**config.mk**
```make
export PLATFORM = sky130hd
export DESIGN_NAME = keypad_scanner
export DESIGN_NICKNAME = d
export VERILOG_FILES = /design/src/rtl/keypad_pkg.sv /design/src/rtl/keypad_debounce.sv /design/src/rtl/keypad_scanner.sv
export SDC_FILE = /design/constraint.sdc
export NUM_CORES = 1
export LEC_CHECK = 0
export ABC_AREA = 1
export CORE_MARGIN = 4
export CORE_UTILIZATION = 35
export DETAILED_ROUTE_END_ITERATION = 6
export HOLD_SLACK_MARGIN = 0.06
export PLACE_DENSITY = 0.64
export SLEW_MARGIN = 0
export SYNTH_ARGS = -nofsm -noshare
export SYNTH_HDL_FRONTEND = slang
export SYNTH_SLANG_ARGS = --single-unit
```
**constraint.sdc**
```tcl
create_clock -name clk -period 2.6 [get_ports clk]
set_clock_uncertainty 0.2 [all_clocks]
set_input_delay 0.26 -clock clk [delete_from_list [all_inputs] [get_ports clk]]
set_output_delay 0.26 -clock clk [all_outputs]
set_load 0.05 [all_outputs]
```
**src/rtl/keypad_pkg.sv**
```systemverilog
// keypad_pkg
//   Shared definitions for the 3x4 matrix keypad scanner:
//   - FSM state encoding for the press tracker
//   - key code constants for the row-3 specials
//   - row/column to key code lookup
//   - one-hot column drive constants
package keypad_pkg;

    localparam int NUM_COLS = 3;
    localparam int NUM_ROWS = 4;
    localparam int NUM_KEYS = NUM_COLS * NUM_ROWS;

    typedef enum logic [1:0] {
        RELEASED = 2'd0,
        PRESSED  = 2'd1,
        LOCKED   = 2'd2
    } kp_state_t;

    localparam logic [3:0] KEY_ZERO = 4'd0;
    localparam logic [3:0] KEY_STAR = 4'd10;
    localparam logic [3:0] KEY_HASH = 4'd11;

    localparam logic [2:0] COL0_ONEHOT = 3'b001;
    localparam logic [2:0] COL1_ONEHOT = 3'b010;
    localparam logic [2:0] COL2_ONEHOT = 3'b100;

    // Rows 0..2 form the 1..9 block; row 3 holds '*', '0', '#'.
    function automatic logic [3:0] key_lookup(input logic [1:0] row, input logic [1:0] col);
        logic [3:0] code;
        if (row == 2'd3) begin
            case (col)
                2'd0:    code = KEY_STAR;
                2'd1:    code = KEY_ZERO;
                default: code = KEY_HASH;
            endcase
        end else begin
            code = ({2'b00, row} * 4'd3) + {2'b00, col} + 4'd1;
        end
        return code;
    endfunction

    function automatic logic [2:0] col_onehot(input logic [1:0] idx);
        logic [2:0] drive;
        case (idx)
            2'd0:    drive = COL0_ONEHOT;
            2'd1:    drive = COL1_ONEHOT;
            default: drive = COL2_ONEHOT;
        endcase
        return drive;
    endfunction

endpackage

```
**src/rtl/keypad_debounce.sv**
```systemverilog
// keypad_debounce
//   Accepts a full-keypad snapshot only after DEBOUNCE_FRAMES consecutive
//   identical frames.
// Ports:
//   clk        : clock
//   rst        : asynchronous active-low reset
//   frame      : completed 12-bit snapshot, valid when frame_done is high
//   frame_done : one-cycle strobe marking a completed frame
//   stable     : last accepted snapshot
//   stable_upd : one-cycle strobe, high in the cycle stable holds a new acceptance
module keypad_debounce
    import keypad_pkg::*;
#(
    parameter int DEBOUNCE_FRAMES = 4
) (
    input  logic                clk,
    input  logic                rst,
    input  logic [NUM_KEYS-1:0] frame,
    input  logic                frame_done,
    output logic [NUM_KEYS-1:0] stable,
    output logic                stable_upd
);

    localparam logic [3:0] MATCH_MAX = 4'(DEBOUNCE_FRAMES);

    logic [NUM_KEYS-1:0] candidate;
    logic [3:0]          match_cnt;
    logic [3:0]          match_nxt;
    logic                same;
    logic                reach;

    always_comb begin
        same = (frame == candidate);
        if (!same) begin
            match_nxt = 4'd1;
        end else if (match_cnt == MATCH_MAX) begin
            match_nxt = MATCH_MAX;
        end else begin
            match_nxt = match_cnt + 4'd1;
        end
        // Acceptance happens only on the transition into MATCH_MAX. A new
        // candidate counts as a transition too, which matters when
        // DEBOUNCE_FRAMES is 1 and the counter sits at 1 already.
        reach = (match_nxt == MATCH_MAX) && (!same || (match_cnt != MATCH_MAX));
    end

    always_ff @(posedge clk or negedge rst) begin
        if (!rst) begin
            candidate  <= '0;
            match_cnt  <= 4'd0;
            stable     <= '0;
            stable_upd <= 1'b0;
        end else begin
            stable_upd <= 1'b0;
            if (frame_done) begin
                candidate <= frame;
                match_cnt <= match_nxt;
                if (reach) begin
                    stable     <= frame;
                    stable_upd <= 1'b1;
                end
            end
        end
    end

endmodule

```
**src/rtl/keypad_scanner.sv**
```systemverilog
// keypad_scanner
//   Scans a 3x4 matrix keypad, debounces complete 12-key snapshots and emits
//   one key event per clean press (no auto-repeat, multi-key presses locked out).
// Ports:
//   clk       : clock, all logic on posedge
//   rst       : asynchronous active-low reset
//   KEY_COL   : one-hot column drive, active-high
//   KEY_ROW   : row sense, active-high, asynchronous to clk
//   key_valid : one-cycle pulse per accepted press
//   key_code  : code of the last accepted press, held until the next one
//   key_held  : high while the debounced snapshot has any key down
module keypad_scanner
    import keypad_pkg::*;
#(
    parameter int SCAN_DIV        = 1000,
    parameter int DEBOUNCE_FRAMES = 4
) (
    input  logic       clk,
    input  logic       rst,
    output logic [2:0] KEY_COL,
    input  logic [3:0] KEY_ROW,
    output logic       key_valid,
    output logic [3:0] key_code,
    output logic       key_held
);

    localparam int               DIV_W    = (SCAN_DIV > 1) ? $clog2(SCAN_DIV) : 1;
    localparam logic [DIV_W-1:0] DIV_LAST = DIV_W'(SCAN_DIV - 1);

    logic [3:0]          row_p0;
    logic [3:0]          row_p1;
    logic [DIV_W-1:0]    div_cnt;
    logic [1:0]          col_idx;
    logic                sample;
    logic                frame_done;
    logic [NUM_KEYS-1:0] frame;
    logic [NUM_KEYS-1:0] frame_next;
    logic [NUM_KEYS-1:0] stable;
    logic                stable_upd;
    logic                stable_any;
    logic                stable_single;
    logic [1:0]          hit_row;
    logic [1:0]          hit_col;
    kp_state_t           state;

    // ---- stage p0/p1: row synchronizer ----
    always_ff @(posedge clk or negedge rst) begin
        if (!rst) begin
            row_p0 <= 4'b0;
            row_p1 <= 4'b0;
        end else begin
            row_p0 <= KEY_ROW;
            row_p1 <= row_p0;
        end
    end

    // ---- column scan and frame assembly ----
    assign sample     = (div_cnt == DIV_LAST);
    assign frame_done = sample && (col_idx == 2'd2);
    assign KEY_COL    = col_onehot(col_idx);

    // The debouncer must see the frame including the column being sampled
    // right now, so the new rows are merged combinationally.
    always_comb begin
        frame_next = frame;
        case (col_idx)
            2'd0:    frame_next[3:0]  = row_p1;
            2'd1:    frame_next[7:4]  = row_p1;
            default: frame_next[11:8] = row_p1;
        endcase
    end

    always_ff @(posedge clk or negedge rst) begin
        if (!rst) begin
            div_cnt <= '0;
            col_idx <= 2'd0;
            frame   <= '0;
        end else if (sample) begin
            div_cnt <= '0;
            col_idx <= (col_idx == 2'd2) ? 2'd0 : col_idx + 2'd1;
            frame   <= frame_next;
        end else begin
            div_cnt <= div_cnt + 1'b1;
        end
    end

    keypad_debounce #(
        .DEBOUNCE_FRAMES(DEBOUNCE_FRAMES)
    ) u_debounce (
        .clk       (clk),
        .rst       (rst),
        .frame     (frame_next),
        .frame_done(frame_done),
        .stable    (stable),
        .stable_upd(stable_upd)
    );

    // ---- snapshot decode ----
    // Frame layout is column-major: bit col*4 + row.
    always_comb begin
        stable_any    = (stable != '0);
        stable_single = stable_any && ((stable & (stable - 12'd1)) == '0);
        hit_row       = 2'd0;
        hit_col       = 2'd0;
        for (int i = 0; i < NUM_KEYS; i++) begin
            if (stable[i]) begin
                hit_col = 2'(i / NUM_ROWS);
                hit_row = 2'(i % NUM_ROWS);
            end
        end
    end

    // ---- press tracker FSM, outputs registered one cycle after stable ----
    always_ff @(posedge clk or negedge rst) begin
        if (!rst) begin
            state     <= RELEASED;
            key_valid <= 1'b0;
            key_code  <= 4'd0;
            key_held  <= 1'b0;
        end else begin
            key_valid <= 1'b0;
            key_held  <= stable_any;
            if (stable_upd) begin
                case (state)
                    RELEASED: begin
                        if (stable_single) begin
                            key_valid <= 1'b1;
                            key_code  <= key_lookup(hit_row, hit_col);
                            state     <= PRESSED;
                        end else if (stable_any) begin
                            state <= LOCKED;
                        end
                    end
                    PRESSED, LOCKED: begin
                        if (!stable_any) begin
                            state <= RELEASED;
                        end
                    end
                    default: state <= RELEASED;
                endcase
            end
        end
    end

endmodule

```
Word-level counts from Yosys, hierarchy flattened
Cells that the tools add are included.

Reductions and logical operators: 15. $add $sub $neg: 6. Equality and inequality tests: 13. Mux-type cells: 38. Bitwise logic cells: 1. Multipliers: 1.

Operators by type and width (count): 2-to-1 mux 2 bit (21); 2-to-1 mux 4 bit (6); AND 12 bit (1); equality test 12 bit (1); zero test 12 bit (1); nonzero test 12 bit (1); subtractor 12 x 1 -> 12 bit (second input constant) (1); adder 10 x 1 -> 10 bit (second input constant) (1); equality test 10 bit (second input constant) (1); 2-to-1 mux 10 bit (1); adder 4 x 1 -> 4 bit (second input constant) (2); equality test 4 x 3 -> 1 bit (second input constant) (2); case mux 4 bit (2 select lines) (1); 2-to-1 mux 1 bit (7); equality test 2 x 1 -> 1 bit (second input constant) (3); equality test 2 bit (second input constant) (3); zero test 2 bit (3); case mux 3 bit (2 select lines) (1); AND reduction 3 bit (2); adder 4 x 2 -> 4 bit (1); multiplier 2 x 2 -> 4 bit (second input constant) (1); inequality test 4 x 3 -> 1 bit (second input constant) (1); case mux 2 bit (2 select lines) (1); OR reduction 2 bit (2); other kinds (7) (9).

Input port bits: 6. Output and inout bits: 9. Bits in registers: 69.

Longest topological paths before layout
Gate-level depths: netlist (run 1).

Depth in word-level cells: 15. Mapped depth: 17.

Cells and area by module
From an unflattened synthesis (run 1), not the netlist that was laid out.

Cell total of the unflattened synthesis: 446. Area, all modules: 3589.7 sq um.

Modules (own cells, without submodules): keypad_scanner (cells each 264, instances 1, sequential area each 1001.0 sq um, area each 2132.0 sq um); keypad_debounce (cells each 182, instances 1, sequential area each 725.7 sq um, area each 1457.6 sq um).

Least setup slack after synthesis (run 1)
No wires, ideal clock.

Kind: register -> register. Start: register u_debounce.stable[2]. End: register key_code[3]. Arrival: 2.194 ns. Data required time: 2.282 ns. Setup slack: 0.088 ns. Cell stages (with the launch flop): 18. Path buffers: 0. Cells stage by stage: dfrtp_1 -> inv_1 -> nand2_1 -> nand2_1 -> a21oi_1 -> o21ai_0 -> nand2_1 -> nand2_1 -> a21oi_1 -> fa_1 -> inv_1 -> ha_1 -> a21oi_1 -> nor2_1 -> o21ai_0 -> o21ai_0 -> nand2_1 -> nand2_1.

Longest elaborated chain between the ends: 14.

Ends and longest elaborated chain: from (decl) (line keypad_debounce.sv:20) `output logic [NUM_KEYS-1:0] stable,`; from (signal assigned) (line keypad_debounce.sv:59) `stable <= frame;`; 2-to-1 mux 2 bit (10 in a row) (line keypad_scanner.sv:106) `if (stable[i]) begin`; multiplier 2 x 2 -> 4 bit (line keypad_pkg.sv:37) `code = ({2'b00, row} * 4'd3) + {2'b00, col} + 4'd1;`; adder 4 x 2 -> 4 bit (line keypad_pkg.sv:37); adder 4 x 1 -> 4 bit (line keypad_pkg.sv:37); 2-to-1 mux 4 bit (line keypad_pkg.sv:30) `if (row == 2'd3) begin`; to (signal assigned) (line keypad_scanner.sv:128) `key_code <= key_lookup(hit_row, hit_col);`; to (decl) (line keypad_scanner.sv:23) `output logic [3:0] key_code,`.

Several ways; a longest one is shown, not always the timed one. A chain may end at the register's enable or synchronous reset.

Worst setup path after layout (run 1)
Start: register u_debounce.stable[3]. End: register key_code[3].

Longest elaborated chain between the ends: 13.

Ends and longest elaborated chain (line): 2-to-1 mux 2 bit (9 in a row) (keypad_scanner.sv:106); multiplier 2 x 2 -> 4 bit (keypad_pkg.sv:37); adder 4 x 2 -> 4 bit (keypad_pkg.sv:37); adder 4 x 1 -> 4 bit (keypad_pkg.sv:37); 2-to-1 mux 4 bit (keypad_pkg.sv:30).

Several ways; a longest one is shown, not always the timed one.

==> results of run 1 <==
## registers in the layout (all words and copies together) (netlist names)
name	count
frame	12
u_debounce.candidate	12
u_debounce.stable	12
div_cnt	10
key_code	4
row_p0	4
row_p1	4
u_debounce.match_cnt	4
col_idx	2
state	2
key_held	1
key_valid	1
u_debounce.stable_upd	1
## final cells by class
type,instances,share of cell area [%]
sequential,69,39.9
multi-input combinational,323,38.8
inverter,75,6.51
timing repair buffer,30,6.19
tap,136,3.93
clock buffer,9,2.86
clock inverter,5,1.79
## worst reg2reg max path, delay by kind of cell, from the launching register on
kind | cells | cell delay [ns]
simple gates | 6 | 0.34
buf+inv | 2 | 0.20
flops | 1 | 0.38
compound gates | 6 | 0.66
fa+ha+maj | 2 | 0.66
## per-layer routing
metal / vias to the layer above / wire length [um]
li1: 1556 / -
met1: 1389 / 3480
met5: - / 0
met3: 10 / 216
met2: 33 / 3550
met4: 0 / 164
## cells by family (layout without fill, tap and decap cells)
kind of cell               count (synthesis)  in the layout  share of synthesized area (%)
buffers and inverters                     87            119                           9.96
DFF                                       69             69                           46.3
adders and majority gates                 10             10                           3.76
AOI/OAI and AO/OA                         66             66                           9.26
xor gates and xnor gates                   5              5                           1.17
and+or+nand+nor                          242            242                           29.6
## through the flow
stage | setup TNS, ns | hold slack [ns] | cell area [um^2] | power [uW]
global route | -0.219 | 0.122 | 4330 | 2150
detailed placement | -0.196 | 0.115 | 4060 | 1160
finish | 0 | 0.148 | 4330 | 2060
CTS | -0.000311 | 0.128 | 4290 | 2090
global placement | 0 | 0.116 | 4060 | 1160
floorplan | 0 | -0.236 | 3730 | 1120
## final timing paths
kind,endpoint,slack (ns),depth (start not counted)
worst min-delay path,row_p0[3]$_DFF_PN0_,0.15,1
min in group asynchronous,div_cnt[7]$_DFF_PN0_,0.25,3
max in group asynchronous,u_debounce.candidate[7]$_DFFE_PN0P_,1.62,3
worst max register to register,key_code[3]$_DFFE_PN0P_,0.05,16
worst max-delay path,key_code[3]$_DFFE_PN0P_,0.05,16
worst min register to register,row_p1[0]$_DFF_PN0_,0.15,0
## repair_timing
action,4_1_cts,5_1_grt
buffers inserted,1,0
resized for setup,8,13
hold endpoints to repair,69,0
pin swaps,1,9
endpoints found under the setup margin,3,3
hold buffers,1,0
## power breakdown
group / switching (uW) / total (uW) / internal [uW]
registers: 3.82 / 1080 / 1080
clock network: 397 / 923 / 526
logic: 36.6 / 53.6 / 17.0
total: 438 / 2060 / 1620
## layout by cell type (no fill, tap or decap), types with 9 or more instances in the layout
cell	Yosys	routed
nor2_1	29	27
clkdlybuf4s50_1	0	12
inv_1	71	69
dfrtp_1	69	69
nand3_1	34	34
nand2_1	143	141
o21ai_0	46	39
buf_4	0	15
clkbuf_8	0	9
o21ai_1	4	10
==> summary.md, run 1 <==
| Metric | Value |
|---|---|
| Root Driver | clkbuf_8 |
| Nets@finish | 524 |
| I/O Pins | 15 |
| Number of global-route vias before repair | 2857 |
| Core Area | 10400 um^2 |
| Final worst slack | 0.0547 ns |
| Post-synth EDFFs | 0 |
| GRT Total Usage | 12.8% |
| Grt total ovfl | 0 |
| Vias per cell | 4.62 |
| Grt met3 use | 2.62% |
| Worst-case clock buffer depth | 2 |
| Post-Place Cells | 631 |
| Busiest grt layer | met2 |
| Most used flip-flop cell after synthesis | dfrtp_1 |
| Overall routed net length | 7420 um |
| Final HPWL DP | 5380 um |
| Top cell type's share of synthesized area | 46.3% |
| Largest net degree at the start of global routing | 70 |
| CP max stage delay | 0.45 ns |
| Row cnt | 37 |
| PwrDens | 476 nW/um^2 |
| Layout cells sized above 1 | 14.1% |
| Initial antenna violation count | 0 |
| Synthesized instance count | 479 |
| Reg2Reg Launch Point | u_debounce.stable[3]$_DFFE_PN0P_ |
| Syn nets | 495 |
| First-pass GRT wire length | 12900 um |
| Final ANT Viol Nets | 0 |
| Sequential fraction of the synthesis area | 46.3% |
| Arr. time, crit path | 2.59 ns |
| PortBufs | 14 |
| Pre-Repair DR Iteration Count | 4 |
| Die H | 111 um |
| CP Launch Point | u_debounce.stable[3]$_DFFE_PN0P_ |
| Crit path cell chain | inv_1 -> nand2_2 -> a21oi_2 -> o21ai_1 -> nand2_1 -> nand2_1 -> a21oi_2 -> fa_1 -> inv_2 -> ha_4 -> a21oi_2 -> nor2_1 -> o21ai_1 -> o21ai_1 -> nand2_1 -> nand2_1 |
| Slew margin rel. | 66.6% |
| CTS tree | yes |
| Worst-path clk slew | 0.08 ns |
| Distinct cells, synth | 31 |
| Routed wire per std cell | 11.5 um |
| Synth Warn # | 0 |
| Max Clk Rate | 0.393 GHz |
| Final Util | 41.7% |
| CTS Buf Count | 9 |
| Lkg Pwr | 0.00221 uW |
| Top post-synthesis cells by count | nand2_1 (143), inv_1 (71), dfrtp_1 (69) |
| Synth async-reset ratio | 100% |
| Synthesized cell area | 3730 um^2 |
| Syn Area/Cell | 7.79 um^2 |
| Worst Path Buf+Inv | 2 |
| # clock sinks | 69 |
| Most frequent cell after synthesis | nand2_1 |
| Die area | 12400 um^2 |
| Met2 Usage GRT | 21.1% |
| CP most frequent cell | nand2_1 |
| Pre-CTS setup slack | -0.0913 ns |
| WP data required | 2.65 ns |
| H-tree depth | 3 |
| Worst Min Path Start | KEY_ROW[3] |
| CP Class | reg -> reg |
| Minimum clock period | 2.55 ns |
| Multi-input gate area | 1680 um^2 |
| RSZ-0062 raised after global routing | yes |
| #FFs+latches synth | 69 |
| Crit path max-delay family | adder cells |
| Final worst path period share | 97.9% |
| Routed vias | 2988 |
| Register area | 1730 um^2 |
| Clock Latency Late Sink | 0.35 ns |
| Met1 Track Usage GR | 16.0% |
| Max Slew Vio Count | 0 |
| Crit start category | flop |
| N_diodes | 0 |
| Initial Utilization | 36.0% |
| Hold Path Class | in -> reg |
| DR iter-0 viols | 101 |
| Worst VDD drop | 279 uV |
| RePlAce Congestion | 0.826 |
| Most area-hungry cell type in the Yosys netlist | dfrtp_1 |
| Remaining DRCs | 0 |
| Fin. Hold Viols | 0 |
| Crit path max fanout | 2 |
| CP max stage cell | fa_1 |
| Max-cap violations | 0 |
| Final setup fails | 0 |
| CP endpoint kind | flop |
| # fillers | 1071 |
| Cell Count, Final, Fillers Out | 647 |
| Slew @ Worst Pin | 0.499 ns |
| Status | complete, no violations |
| Die Wd | 111 um |
| Area contributors post-synth | dfrtp_1 (46%), nand2_1 (14%), inv_1 (7.1%) |
| P&R area growth vs syn | 16.0% |
No activity file was read; power rests on OpenSTA's default activity.
==> run 2, diff against run 1 <==
--- a/config.mk
+++ b/config.mk
@@ -7,10 +7,11 @@
 export LEC_CHECK = 0
 export ABC_AREA = 1
 export CORE_MARGIN = 4
-export CORE_UTILIZATION = 35
+export CORE_UTILIZATION = 55
+export CTS_CLUSTER_SIZE = 20
 export DETAILED_ROUTE_END_ITERATION = 6
 export HOLD_SLACK_MARGIN = 0.06
-export PLACE_DENSITY = 0.64
+export PLACE_DENSITY = 0.87
 export SLEW_MARGIN = 0
 export SYNTH_ARGS = -nofsm -noshare
 export SYNTH_HDL_FRONTEND = slang
==> run 2 against run 1 <==
  * Die area down 34%
  * Clock power grew 19%
  * Global-route usage up 7.0 points
  * Core utilization increased by 25 points
  * Register-to-register slack worse by 0.02 ns
  * Worst hold slack got worse by 0.0054 ns
  * Cell count decreased by 8.8%
  * Total power grew 8.8%
  * Cell area fell by 0.55%
  * Flip-flop and latch count did not move
  * Highest routed layer unchanged
==> summary.md, run 2 (synthesis results as in run 1) <==
| Metric | Value |
|---|---|
| Overall routed net length | 7650 um |
| Final worst path period share | 98.5% |
| Crit path cell chain | inv_2 -> nand2_1 -> nand2_1 -> a21oi_2 -> o21ai_1 -> nand2_1 -> nand2_1 -> a21oi_2 -> fa_1 -> inv_2 -> ha_4 -> a21oi_2 -> nor2_1 -> o21ai_1 -> o21ai_1 -> nand2_1 -> nand2_1 |
| # clock sinks | 69 |
| Clock Latency Late Sink | 0.35 ns |
| Routed wire per std cell | 13.0 um |
| Slew @ Worst Pin | 0.682 ns |
| N_diodes | 0 |
| Max Slew Vio Count | 0 |
| Lkg Pwr | 0.00224 uW |
| RSZ-0062 raised after global routing | yes |
| Reg2Reg Launch Point | u_debounce.stable[2]$_DFFE_PN0P_ |
| Remaining DRCs | 0 |
| CP max stage delay | 0.45 ns |
| DR iter-0 viols | 197 |
| Cell count of the worst hold path | 1 |
| Initial Utilization | 57.7% |
| Final ANT Viol Nets | 0 |
| Multi-input gate area | 1670 um^2 |
| Largest net degree at the start of global routing | 33 |
| Commonest cells after routing, fill and taps aside | nand2_1 (142), dfrtp_1 (69), inv_1 (68) |
| Fin Setup TNS | 0 ns |
| Placed cell areas | 3980 um^2 |
| CTS tree | yes |
| Worst VDD drop | 378 uV |
| Pre-Repair DR Iteration Count | 5 |
| Design Area, Final | 4300 um^2 |
| Critical Path Sink | key_code[3]$_DFFE_PN0P_ |
| Crit start category | flop |
| Hold Path Class | in -> reg |
| H-tree depth | 3 |
| Die H | 90.4 um |
| Crit path max fanout | 2 |
| Flop2flop setup slack | 0.04 ns |
| Reg2Reg Depth | 17 |
| PortBufs | 14 |
| Status | complete, no violations |
| Hold Slack | 0.143 ns |
| CP most frequent cell | nand2_1 |
| I/O Pins | 15 |
| CP Class | reg -> reg |
| CP endpoint kind | flop |
| Root Driver | clkbuf_8 |
| Vias per cell | 5.25 |
| Fin. Hold Viols | 0 |
| Worst-case clock buffer depth | 2 |
| Row cnt | 29 |
| Most common cell after layout, fill and taps aside | nand2_1 |
| Top flop regs | frame (12), u_debounce.candidate (12), u_debounce.stable (12) |
| Nets@finish | 524 |
| Crit Reg-Reg Endpoint | key_code[3]$_DFFE_PN0P_ |
| # fillers | 505 |
| PwrDens | 521 nW/um^2 |
| Grt total ovfl | 0 |
| CP Launch Point | u_debounce.stable[2]$_DFFE_PN0P_ |
| Die area | 8160 um^2 |
| Slew margin rel. | 54.5% |
| Arr. time, crit path | 2.61 ns |
| Core Area | 6460 um^2 |
| CTS Buf Count | 9 |
| Register area | 1730 um^2 |
| CP max stage cell | fa_1 |
| Final setup fails | 0 |
| Number of global-route vias before repair | 2997 |
| Initial antenna violation count | 0 |
| Max-cap violations | 0 |
| RePlAce Congestion | 0.888 |
| Layout cells sized above 1 | 14.0% |
| Die Wd | 90.4 um |
| Routed vias | 3099 |
| First-pass GRT wire length | 13400 um |
| Final HPWL DP | 5370 um |
| Minimum clock period | 2.56 ns |
| P&R area growth vs syn | 15.4% |
| WP data required | 2.65 ns |
| Max Clk Rate | 0.390 GHz |
| Worst-path clk slew | 0.08 ns |
| GRT Total Usage | 19.8% |
run 2: metrics by stage:
| stage | worst slack (ns) | power, uW | cells | utilization, % |
|---|---|---|---|---|
| finish | 0.0385 | 2240 | 590 | 66.6 |
| global route | -0.165 | 2320 | 590 | 66.6 |
| CTS | 0.0127 | 2250 | 588 | 65.8 |
| detailed placement | -0.0824 | 1160 | 571 | 61.6 |
| global placement | 0.000929 | 1160 | 571 | 61.6 |
| floorplan | 0.0882 | 1120 | 479 | - |
run 2: worst min path at each step:
stage | to | from
global route | row_p0[0]$_DFF_PN0_ | KEY_ROW[0]
finish | row_p0[0]$_DFF_PN0_ | KEY_ROW[0]
detailed placement | div_cnt[5]$_DFF_PN0_ | rst
CTS | row_p0[3]$_DFF_PN0_ | KEY_ROW[3]
global placement | div_cnt[5]$_DFF_PN0_ | rst
floorplan | col_idx[0]$_DFFE_PN0P_ | rst
run 2: worst max-delay path, delay by kind of cell, from the launching register on:
kind | cells | cell delay, ns
simple gates | 7 | 0.41
flops | 1 | 0.36
buf+inv | 2 | 0.14
fa+ha+maj | 2 | 0.65
compound gates | 6 | 0.69
run 2: timing repair:
item,in CTS,in global routing
setup buffers,0,2
gates cloned,0,0
setup endpoints to repair,3,13
resized for setup,7,14
hold endpoints to repair,29,0
hold buffers,1,0
pin swaps,4,11
run 2: area by class of cell:
cell class,count,share of cell area (%)
flip-flops and latches,69,40.1
multi-input cells,323,38.9
inverters,75,6.57
repair buffers,30,6.28
clock buffers,10,3.20
clock inverters,6,2.70
well taps,77,2.24
run 2: power by group:
part,switching [uW],internal [uW],total [uW]
sequential,4.10,1080,1080
combinational,36.7,17.8,54.5
clock,432,672,1100
total,473,1770,2240
run 2: routing by layer:
| layer | track usage [%] | routed length [um] |
|---|---|---|
| met3 | 3.67 | 263 |
| met4 | 6.51 | 131 |
| met2 | 33.9 | 3810 |
| met1 | 25.4 | 3440 |
| met5 | 0 | 0 |
==> run 3, diff against run 2 <==
==> constraint.sdc (replaced) <==
create_clock -name clk -period 2.6 [get_ports clk]
set_clock_uncertainty 0.2 [all_clocks]
set_input_delay 0.52 -clock clk [delete_from_list [all_inputs] [get_ports clk]]
set_output_delay 0.52 -clock clk [all_outputs]
set_load 0.05 [all_outputs]
==> run 3 against run 2 <==
  * Sequential share of layout area is 0.59 points higher
  * Critical path depth is 2 lower
  * Flip-flop and latch count stayed put
  * Core utilization is 0.97 points lower
  * Cell count is 0.34% higher
  * Combinational power is 1% higher
  * Register-to-register slack better by 0.04 ns
  * Non-clock buffer count is 2 higher
  * Die area stayed put
  * Cell area is 1.5% lower
  * Clock power is 28% lower
  * Maximum frequency is 1.6% higher
==> summary.md, run 3 (synthesis results as in run 1) <==
| Metric | Value |
|---|---|
| GRT Total Usage | 20.6% |
| Fin. Hold Viols | 0 |
| CP endpoint kind | flop |
| Worst-path clk slew | 0.08 ns |
| Die H | 90.4 um |
| Crit start category | flop |
| Number of global-route vias before repair | 3075 |
| Slew margin rel. | 65.8% |
| Slew @ Worst Pin | 0.511 ns |
| Core Area | 6460 um^2 |
| Row cnt | 29 |
| Worst Path Buf+Inv | 2 |
| Pre-CTS setup slack | -0.0761 ns |
| Worst VDD drop | 519 uV |
| N_diodes | 0 |
| First-pass GRT wire length | 13800 um |
| CP Class | reg -> reg |
| Max-cap violations | 0 |
| # clock sinks | 69 |
| Max Clk Rate | 0.397 GHz |
| Final setup fails | 0 |
| CP max stage cell | fa_1 |
| Final worst slack | 0.0780 ns |
| Minimum clock period | 2.52 ns |
| Nets@finish | 526 |
| Final Util | 65.7% |
| CP most frequent cell | nand2_1 |
| Sw Ratio | 22.8% |
| CP max stage delay | 0.45 ns |
| Final total power | 1940 uW |
| Initial Utilization | 57.7% |
| PwrDens | 457 nW/um^2 |
| Most common cell after layout, fill and taps aside | nand2_1 |
| H-tree depth | 3 |
| Final ANT Viol Nets | 0 |
| RePlAce Congestion | 0.912 |
| Lkg Pwr | 0.00221 uW |
| DR iter-0 viols | 232 |
| Max Slew Vio Count | 0 |
| RSZ-0062 raised after global routing | yes |
| WP data required | 2.65 ns |
| I/O Pins | 15 |
| Register share of total power | 56.0% |
| Clock Latency Late Sink | 0.35 ns |
| Initial antenna violation count | 0 |
| Crit path max fanout | 4 |
| Die area | 8160 um^2 |
| Crit path max-delay family | adder cells |
| Root Driver | clkbuf_8 |
| Crit path cell chain | buf_4 -> a21oi_2 -> o21ai_1 -> nand2_1 -> nand2_1 -> a21oi_2 -> fa_1 -> inv_2 -> ha_4 -> a21oi_2 -> nor2_1 -> o21ai_1 -> o21ai_1 -> nand2_1 -> nand2_1 |
| Status | complete, no violations |
| Layout cells sized above 1 | 14.6% |
| Final worst path period share | 97.0% |
| Largest net degree at the start of global routing | 33 |
| Vias per cell | 5.25 |
| Switching power | 442 uW |
| Top flop regs | frame (12), u_debounce.candidate (12), u_debounce.stable (12) |
| Pre-Repair DR Iteration Count | 5 |
| Routed vias | 3110 |
| Routed wire per std cell | 13.2 um |
| Die Wd | 90.4 um |
| CTS tree | yes |
| P&R area growth vs syn | 13.7% |
| Overall routed net length | 7820 um |
| Cell-internal power | 1490 uW |
| Hold Path Class | reg -> reg |
| CTS Buf Count | 9 |
| Grt total ovfl | 0 |
| Arr. time, crit path | 2.57 ns |
| Remaining DRCs | 0 |
| Clock power frac | 41.2% |
| Worst-case clock buffer depth | 2 |
| Commonest cells after routing, fill and taps aside | nand2_1 (143), dfrtp_1 (69), inv_1 (68) |
| Gate power share | 2.8% |
| PortBufs | 14 |
| Final HPWL DP | 5580 um |
## run 3: cell types whose count changed in the layout (fill, tap and decap cells not counted), moves of 2 or more
| cell | previous run | this run |
|---|---|---|
| inv_6 | 2 | 0 |
| bufinv_16 | 3 | 0 |
| clkdlybuf4s50_1 | 13 | 11 |
| clkinvlp_4 | 0 | 2 |
| clkbuf_1 | 0 | 2 |
| buf_4 | 14 | 18 |
## run 3: power by group through the flow
stage	Combinational (uW)	Sequential (uW)	Clock (uW)
2_1_floorplan	17.3	1100	0
5_1_grt	63.2	1080	872
3_5_place_dp	55.7	1100	0
4_1_cts	57.1	1080	807
6_report	55.1	1080	797
3_3_place_gp	54.3	1100	0
## run 3: metal layers
layer | global-route usage, % | up-vias | wire length, um
li1 | - | 1562 | -
met5 | 0 | - | 0
met4 | 6.51 | 0 | 121
met3 | 5.08 | 12 | 301
met2 | 35.0 | 65 | 3870
met1 | 25.8 | 1471 | 3530
## run 3: worst paths after layout
| kind | end | slack, ns | depth (start not counted) | startpoint |
|---|---|---|---|---|
| max in group asynchronous | col_idx[1]$_DFFE_PN0P_ | 1.04 | 3 | rst |
| max | key_code[3]$_DFFE_PN0P_ | 0.08 | 15 | u_debounce.stable[5]$_DFFE_PN0P_ |
| max reg2reg | key_code[3]$_DFFE_PN0P_ | 0.08 | 15 | u_debounce.stable[5]$_DFFE_PN0P_ |
| min in group asynchronous | frame[10]$_DFFE_PN0P_ | 0.46 | 2 | rst |
| min | row_p1[3]$_DFF_PN0_ | 0.15 | 0 | row_p0[3]$_DFF_PN0_ |
| min reg2reg | row_p1[3]$_DFF_PN0_ | 0.15 | 0 | row_p0[3]$_DFF_PN0_ |
## run 3: area by class of cell
class	instances	area [um^2]
Inverter	75	282
Fill cell	503	2220
Clock buffer	13	159
Timing Repair Buffer	32	280
Tap cell	77	96.3
Sequential cell	69	1730
Clock inverter	3	20.0
Multi-Input combinational cell	323	1680
## run 3: repair_timing
item / CTS / global route
hold endpoints to repair: 16 / 0
resized for setup: 7 / 14
hold buffers: 1 / 0
setup buffers: 1 / 3
pin swaps: 3 / 7
setup endpoints to repair: 3 / 3
## run 3: through the flow
stage | cell area [um^2] | TNS (ns) | hold WS [ns] | cells
4_1_cts | 4180 | 0 | 0.152 | 589
3_3_place_gp | 3980 | 0 | 0.132 | 571
6_report | 4240 | 0 | 0.148 | 592
2_1_floorplan | 3730 | 0 | 0.0244 | 479
5_1_grt | 4240 | -0.201 | 0.154 | 592
3_5_place_dp | 3980 | -0.118 | 0.137 | 571
==> edit, RTL diff (flow settings as in run 1) <==
`NUM_COLS`: 3 -> 5.
--- a/src/rtl/keypad_pkg.sv
+++ b/src/rtl/keypad_pkg.sv
@@ -6,7 +6,7 @@
 //   - one-hot column drive constants
 package keypad_pkg;
 
-    localparam int NUM_COLS = 3;
+    localparam int NUM_COLS = 5;
     localparam int NUM_ROWS = 4;
     localparam int NUM_KEYS = NUM_COLS * NUM_ROWS;
 
Behaviour: same outputs for any inputs over 10 cycles, from zero or initial values and one cycle with rst low; that may be too few to reach the edited logic, so the function may still have changed.
==> edit against run 1 <==
Worst hold slack got worse by 0.0067 ns. Die area grew 1.5%. Critical path depth up 2. Sequential cell count did not move. Power up 7.5%. Critical endpoint unchanged. Synthesized area increased by 1.6%. Non-clock buffer count fell by 2. Largest cell class is now multi-input gates. Routed wire length up 7.0%. Cell area grew 2.0%. Utilization is 0.66 points higher. Worst setup slack worse by 0.026 ns. Sequential share of layout area shrank 0.76 points.
==> edit: results <==
{
  "synth_top_cell_area_share_pct": 45.56,
  "worst_pin_slew_ns": 0.7740,
  "ys_async_sr_fraction_pct": 100.0,
  "synth_nets": 516,
  "routed_wl_um": 7938,
  "ir_worst_vdd_uv": 328.9,
  "nets": 541,
  "num_vias": 3162,
  "synth.area.top_cells": "dfrtp_1 (46%), nand2_1 (17%), inv_1 (7.0%)",
  "diodes": 0,
  "drive_gt1_share_pct": 11.32,
  "place.gp.congestion": 0.8775,
  "yosys-top-cells-count": "nand2_1 (170), inv_1 (71), dfrtp_1 (69)",
  "grt_usage_pct": 13.26,
  "hpwl_um": 5731,
  "grt_first_pass_wirelength_um": 13840,
  "avgSynthCellArea_um2": 7.580,
  "layout.cells.non_filler": 666,
  "numPortBuffers": 14,
  "arrival_ns": 2.66,
  "path_delay_family": "adder cells",
  "firstDrtPassIters": 5,
  "numCtsBuffers": 9,
  "clk_latency_ns": 0.34,
  "dp_cells": 646,
  "clkTransAtPathRegs_ns": 0.08,
  "yosys_warnings": 0,
  "grt_pass1_vias": 2992,
  "holdCritPathClass": "reg2reg",
  "status": "completed",
  "netlist-cell-type-count": 32,
  "placed_cell_area_um2": 4079,
  "drt-initial-drc-count": 123,
  "critical_path.max_stage_delay_ns": 0.52,
  "h-tree-depth": 3,
  "p_leak_nw": 2.359,
  "cts-root-buf": "clkbuf_8",
  "crit_fanout": 2,
  "antenna_found_initial": 0,
  "grt_max_degree": 39,
  "cp_slowest_cell": "fa_1",
  "yosysSeqAreaShare_pct": 45.56,
  "clockBufferDepth": 2,
  "largest_registers": "frame x12, u_debounce.candidate x12, u_debounce.stable x12",
  "synthFlopType": "dfrtp_1"
}
[edit: cell types whose count changed in the layout (fill, tap and decap cells not counted), moves of 4 or more]
cell     change
o21ai_1      -8
o21ai_0      -6
nand4_1     +18
nand2_1     +27
nand3_2      -4
nor3_1       -4
[edit: where the power goes]
| part | leakage, nW | internal (mW) | total (mW) | switching, mW |
|---|---|---|---|---|
| clock network | 0.119 | 0.662 | 1.08 | 0.416 |
| registers | 0.930 | 1.08 | 1.08 | 0.00397 |
| logic | 1.31 | 0.0161 | 0.0537 | 0.0375 |
[edit: per-stage QoR]
step | utilization (%) | setup slack, ns
5_1_grt | 42.38 | -0.1582
3_3_place_gp | 39.16 | -0.03074
6_report | 42.38 | 0.02896
2_1_floorplan | - | 0.07045
3_5_place_dp | 39.16 | -0.1086
4_1_cts | 41.80 | 0.005797
[edit: timing repair]
| action | 4_1_cts | 5_1_grt |
|---|---|---|
| setup buffers | 1 | 2 |
| resized for setup | 7 | 11 |
| cloned | 0 | 0 |
| pin swaps | 1 | 13 |
| hold endpoints to repair | 31 | 0 |
| endpoints found under the setup margin | 4 | 14 |
| hold buffers | 1 | 0 |
[edit: logic make-up after synthesis]
kind of cell             share of synthesized area, %
adder cells (fa/ha/maj)                         3.698
AND/OR/NAND/NOR                                 33.18
buffers and inverters                           10.07
XOR/XNOR                                        1.156
AO/OA/AOI/OAI                                   6.339
flip-flops                                      45.56
[edit: layout make-up]
class	count	area [µm²]
Clock buffer	10	137.6
Clock inverter	6	110.1
Tap cell	136	170.2
Multi-Input combinational cell	345	1737
Sequential cell	69	1728
Fill cell	1059	6002
Inverter	72	277.8
Timing Repair Buffer	28	254.0
[edit: routing by layer]
layer  track usage, %  part of all wire (%)  up-vias
met5                0                     0        -
met3            2.857                   3.5       11
met1            17.45                    48     1477
li1                 -                     -     1624
met4            4.647                   1.4        0
met2            21.70                    47       50
[edit: final timing paths]
path                                      startpoint              endpoint  slack, ns  cells after the start
worst max register to register  u_debounce.stable[2]           key_code[3]       0.03                     18
worst max-delay path            u_debounce.stable[2]           key_code[3]       0.03                     18
min in group asynchronous                        rst            div_cnt[8]       0.33                      2
worst min-delay path                       row_p0[0]             row_p1[0]       0.14                      0
worst min register to register             row_p0[0]             row_p1[0]       0.14                      0
max in group asynchronous                        rst  u_debounce.stable[1]       1.20                      3
